===== config.mk =====
export PLATFORM = sky130hd
export DESIGN_NAME = hub75_fb_arbiter
export DESIGN_NICKNAME = d
export VERILOG_FILES = /design/src/rtl/hub75_fb_arbiter.sv
export SDC_FILE = /design/constraint.sdc
export NUM_CORES = 1
export LEC_CHECK = 0
export ABC_AREA = 1
export CORE_AREA = 2 2 65 67
export DETAILED_ROUTE_END_ITERATION = 10
export DIE_AREA = 0 0 67 69
export GPL_ROUTABILITY_DRIVEN = 0
export PLACE_DENSITY_LB_ADDON = 0.3
export SYNTH_ARGS = -nofsm -noshare
export SYNTH_HDL_FRONTEND = slang
export SYNTH_SLANG_ARGS = --single-unit

===== constraint.sdc =====
create_clock -name clk -period 2.4 [get_ports clk]
set_clock_uncertainty 0.1 [all_clocks]
set_input_delay 0.48 -clock clk [delete_from_list [all_inputs] [get_ports clk]]
set_output_delay 0.48 -clock clk [all_outputs]
set_load 0.02 [all_outputs]

===== src/rtl/hub75_fb_arbiter.sv =====
// Frame buffer SPRAM arbiter: req/gnt/rel grant FSM with round-robin tie-break,
// hold watchdog and the SPRAM address/data/write-enable mux.
module hub75_fb_arbiter #(
    parameter int unsigned FB_AW    = 13,
    parameter int unsigned FB_DW    = 16,
    parameter int unsigned MAX_HOLD = 1024,
    parameter int unsigned HOLD_W   = $clog2(MAX_HOLD)
) (
    input  logic             clk,
    input  logic             rst,
    input  logic             ro_req,
    output logic             ro_gnt,
    input  logic             ro_rel,
    input  logic [FB_AW-1:0] ro_addr,
    output logic [FB_DW-1:0] ro_data,
    input  logic             wr_req,
    output logic             wr_gnt,
    input  logic             wr_rel,
    input  logic [FB_AW-1:0] wr_addr,
    input  logic [FB_DW-1:0] wr_data,
    input  logic             wr_we,
    output logic [FB_AW-1:0] fb_addr,
    output logic [FB_DW-1:0] fb_wdata,
    output logic             fb_we,
    input  logic [FB_DW-1:0] fb_rdata,
    output logic [1:0]       owner,
    output logic             timeout
);

    // State encoding doubles as the owner output.
    localparam logic [1:0] S_IDLE    = 2'b00;
    localparam logic [1:0] S_BUSY_RO = 2'b01;
    localparam logic [1:0] S_BUSY_WR = 2'b10;

    localparam logic [HOLD_W-1:0] HOLD_LAST = HOLD_W'(MAX_HOLD - 1);

    logic [1:0]        state_q, state_d;
    logic [HOLD_W-1:0] hold_q, hold_d;
    logic              last_wr_q, last_wr_d;
    logic              ro_gnt_q, ro_gnt_d;
    logic              wr_gnt_q, wr_gnt_d;
    logic              timeout_q, timeout_d;

    always_comb begin
        state_d   = state_q;
        hold_d    = hold_q;
        last_wr_d = last_wr_q;
        ro_gnt_d  = 1'b0;
        wr_gnt_d  = 1'b0;
        timeout_d = timeout_q;
        case (state_q)
            S_IDLE: begin
                hold_d = '0;
                if (ro_req && (!wr_req || last_wr_q)) begin
                    state_d   = S_BUSY_RO;
                    ro_gnt_d  = 1'b1;
                    last_wr_d = 1'b0;
                end else if (wr_req) begin
                    state_d   = S_BUSY_WR;
                    wr_gnt_d  = 1'b1;
                    last_wr_d = 1'b1;
                end
            end
            S_BUSY_RO: begin
                hold_d = hold_q + HOLD_W'(1);
                // A release on the limit cycle wins over the watchdog.
                if (ro_rel) begin
                    state_d = S_IDLE;
                end else if (hold_q == HOLD_LAST) begin
                    state_d   = S_IDLE;
                    timeout_d = 1'b1;
                end
            end
            S_BUSY_WR: begin
                hold_d = hold_q + HOLD_W'(1);
                if (wr_rel) begin
                    state_d = S_IDLE;
                end else if (hold_q == HOLD_LAST) begin
                    state_d   = S_IDLE;
                    timeout_d = 1'b1;
                end
            end
            default: begin
                state_d = S_IDLE;
                hold_d  = '0;
            end
        endcase
    end

    always_ff @(posedge clk or posedge rst) begin
        if (rst) begin
            state_q   <= S_IDLE;
            hold_q    <= '0;
            last_wr_q <= 1'b1;
            ro_gnt_q  <= 1'b0;
            wr_gnt_q  <= 1'b0;
            timeout_q <= 1'b0;
        end else begin
            state_q   <= state_d;
            hold_q    <= hold_d;
            last_wr_q <= last_wr_d;
            ro_gnt_q  <= ro_gnt_d;
            wr_gnt_q  <= wr_gnt_d;
            timeout_q <= timeout_d;
        end
    end

    always_comb begin
        fb_addr  = '0;
        fb_we    = 1'b0;
        fb_wdata = wr_data;
        case (state_q)
            S_BUSY_RO: fb_addr = ro_addr;
            S_BUSY_WR: begin
                fb_addr = wr_addr;
                fb_we   = wr_we;
            end
            default: ;
        endcase
    end

    assign ro_data = fb_rdata;
    assign ro_gnt  = ro_gnt_q;
    assign wr_gnt  = wr_gnt_q;
    assign owner   = state_q;
    assign timeout = timeout_q;

endmodule

-- After elaboration in Yosys (flattened, before gate mapping)
Cells that the tools add are included.
- input bits: 65
- register bits after elaboration: 16
- output and inout port bits: 51
- word-level logic and storage cells: 42
- equality and inequality tests: 6
- add/sub/neg operators: 1
- reduce and logical (&&, ||, !) cells: 9
- multiplexer cells: 20
- operator list (kind ; count):
    13-bit case mux with 2 select lines ; 1
    1-bit two-way mux ; 11
    10-bit by 1-bit adder with 10-bit output, second input constant ; 1
    10-bit == test, second input constant ; 1
    10-bit two-way mux ; 1
    2-bit two-way mux ; 5
    2-bit case mux with 3 select lines ; 1
    2-bit inequality test, second input constant ; 2
    2-bit nonzero test ; 2
    3-bit inequality test, second input constant ; 1
    3-bit AND reduction ; 1
    2-bit by 1-bit == test with 1-bit output, second input constant ; 1
    2-bit == test, second input constant ; 1
    2-bit zero test ; 1
    1-bit case mux with 2 select lines ; 1
    2-bit AND reduction ; 1
    2-bit OR reduction ; 1
    1-bit logical AND ; 1
    1-bit zero test ; 1
    1-bit logical OR ; 1

-- Longest topological paths before layout
- depth in word-level cells: 5
- depth in mapped cells: 8
- depth with buffers taken out: 8

-- Worst setup path after synthesis
Ideal clock, no wire load.
- path kind: register to output
- start: register state_q[0] (netlist: owner[0])
- end: output fb_addr[10]
- buffers on the path: 1
- stages on the path, launching flop included: 6
- required time: 1.820 ns
- data arrival time: 1.583 ns
- slack: 0.237 ns
- cells stage by stage: dfrtp_1 -> inv_1 -> ha_1 -> inv_2 -> buf_2 -> a21oi_1
- word-level cells in the longest chain between the ends: 2
- elaborated cells on any way between the ends: 3
- those cells by class: eq/ne (2); mux (1)
- RTL lines (item ; RTL line ; RTL):
    start, declared ; 37 ; logic [1:0] state_q, state_d;
    start signal, assigned ; 99 ; state_q <= state_d;
    2-bit == test / 2-bit by 1-bit == test with 1-bit output (equally long branches) ; 112 ; case (state_q)
    13-bit case mux with 2 select lines (*) ; 112 ;
    end, declared ; 22 ; output logic [FB_AW-1:0] fb_addr,
Mark *: on every way between the ends. The rest lies on a longest branch, timed or not.

-- Final worst setup path
- start: register state_q[1] (netlist: owner[1])
- end: output fb_addr[0]
The elaborated chain is that of the path after synthesis.

==> metrics.yaml <==
outcome:
  outcome: "complete, no violations"
die:
  initial_core_util_pct: 32.7
  floorplan.die.height_um: 69
  die_area_um2: 4620
  row_count: 23
  die_w_um: 67
  num_io_pins: 116
  placeableCoreArea_um2: 3910
place:
  place_area_um2: 1650
  detailedPlace.worstSlack_ns: 0.0420
  port-buffer-count: 51
  hpwlAfterDp_um: 2120
  placed_cells: 245
timing:
  timing.max_slew.rel_slack_pct: 58.5
  setup_repair_after_global_routing_missed_its_margin: "false"
  slew_viol_final: 0
  actual_slew_at_the_worst_max_slew_pin_ns: 0.622
  final-hold-violation-count: 0
  post-route-min-period_ns: 2.28
  worst_slack_ns: 0.125
  total_negative_setup_slacks_ns: 0
  min_period_over_period_pct: 94.8
  setup_viol: 0
  clock.fmax_mhz: 440
final_layout:
  post_route_design_area_um2: 1680
  nNetsFinal: 270
  antenna_diode_count: 0
  fillers: 411
  layout.cells.most_common_list: "nand2_1 (49), clkdlybuf4s50_1 (37), a21oi_1 (21)"
  mostFrequentLayoutCell: "nand2_1"
  fraction_of_layout_instances_using_a_drive_strength_above_1_pct: 11.6
  flow.area_growth_from_synthesis_pct: 31.2
  post_layout_nonfiller_instances: 249
cts:
  cts.repair_timing.setup_buffer_count: 0
  cts-root-buf: "clkbuf_8"
  clock_sink_count: 16
  cts.repair.resized: 13
  post_cts_hold_buffer_count: 0
  clockBufferDepth: 2
  cts_clk_pin_slew_worst_paths_ns: 0.06
  tritoncts: "done"
  cts-htree-levels: 1
  cts_buffers: 3
  clock_latency_reported_for_the_late_side_of_the_worst_skew_pair_ns: 0.25
routing:
  ant_nets: 0
  drt_iter0_markers: 24
  via_count: 1099
  wirelength_um: 2720
  post_drt_wl_per_cell_um: 10.9
  route.detailed.drc: 0
  wirelength_met1_um: 1120
  drt-pass1-iter-count: 4
  highest-signal-layer: "met4"
  met2_wirelength_from_detailed_routing_um: 1200
  route.met3.wl_um: 335
  via_per_inst: 4.41
logic_synthesis:
  synth_cells: 175
  ys_types: 23
  dominant_cell_type_by_area_after_synthesis: "dfrtp_1"
  syn_avg_cell_area_um2: 7.31
  synthesis.area_um2: 1280
  ys.warnings.count: 0
  ys_seq_elements: 16
  net_count_after_synthesis: 245
  synth_sequential_area_ratio_pct: 31.4
  yosys.area.top_type_share_pct: 29.3
  yosys-top-cells-area: "dfrtp_1 (29%), buf_4 (19%), nand2_1 (14%)"
setup_path:
  required_arrival_time_at_the_worst_endpoint_ns: 1.82
  worstSetupPathType: "flop to output pin"
  worst-path-max-fanout: 16
  critPathCaptureType: "output pin"
  worstPathArrival_ns: 1.70
  r2r_slack_ns: 0.92
  startpoint_type_of_the_worst_setup_path: "flop"
global_route:
  overflow: 0
  grt_antenna_before_repair: 0
  grt_start_max_net_pins: 17
  grt_pass1_vias: 1033
  grt_pass1_wl_um: 4390
  grt.total_usage_pct: 12.0
power:
  cellPowerDensity_nw_per_um2: 907
  p_leak_nw: 0.810
  design_power_total_w: 0.00152
  irDropWorstVdd_uv: 356
min_path:
  tightest_hold_check_type: "flop to flop"
job:
  maxCapViolations: 0
[Yosys cell counts (all sizes together)]
cell and count:
o21bai 1, nand2 52, nor2 8, nand3 6, nor3 3, buf 35, a21oi 21, ha 5
dfstp 1, o21ai 7, nor3b 1, dfrtp 15, inv 19, o22ai 1
[kinds of logic after synthesis]
| family | after synthesis | share of synthesized area, % |
|---|---|---|
| simple gates | 70 | 26.2 |
| buf+inv | 54 | 25.5 |
| compound gates | 30 | 12.0 |
| flops | 16 | 31.4 |
| fa+ha+maj | 5 | 4.89 |
[area by class of cell]
type                       instances  area [um^2]  share of cell area (%)
timing repair buffer              55          544                    32.4
sequential                        16          402                    23.9
tap                               50         62.6                    3.73
inverter                          19         73.8                    4.40
clock buffer                       4         45.0                    2.68
multi-input combinational        105          552                    32.9
[through the flow]
stage	hold WS (ns)	util [%]
final	0.392	42.9
after global routing	0.416	42.9
after CTS	0.389	43.0
after detailed placement	0.371	42.2
after global placement	0.359	42.2
after floorplan	0.293	-
[sequential cells by signal (all words and copies together) (netlist names)]
name / flops
ro_gnt: 1
owner: 2
wr_gnt: 1
hold_q: 10
last_wr_q: 1
timeout: 1
[routing by layer]
layer | vias up | global-route usage (%)
met4 | 0 | 5.67
met3 | 11 | 3.75
met1 | 483 | 12.9
li1 | 565 | -
met2 | 40 | 20.7
met5 | - | 0
[where the power goes]
part | switching [W] | internal [W] | total [W]
sequential | 0.0000362 | 0.000326 | 0.000362
combinational | 0.000556 | 0.000392 | 0.000949
clock | 0.0000938 | 0.000118 | 0.000212
total | 0.000686 | 0.000836 | 0.00152
[path summary, 6_finish.rpt]
path / startpoint / end / depth (start not counted)
setup reg to reg: owner[1]$_DFFE_PP0P_ / owner[0]$_DFFE_PP0P_ / 9
min in group asynchronous: rst / hold_q[9]$_DFF_PP0_ / 2
max in group asynchronous: rst / owner[1]$_DFFE_PP0P_ / 2
hold reg to reg: timeout$_DFFE_PP0P_ / timeout$_DFFE_PP0P_ / 1
hold / removal: timeout$_DFFE_PP0P_ / timeout$_DFFE_PP0P_ / 1
setup / recovery: owner[1]$_DFFE_PP0P_ / fb_addr[0] / 5
[worst max-delay path, cell delays in order (launching register included)]
cell	delay, ns
dfrtp_1	0.42
inv_1	0.10
ha_1	0.34
inv_4	0.10
a21oi_1	0.13
dlygate4sd2_1	0.34
Power figures use the tool's default switching activity.
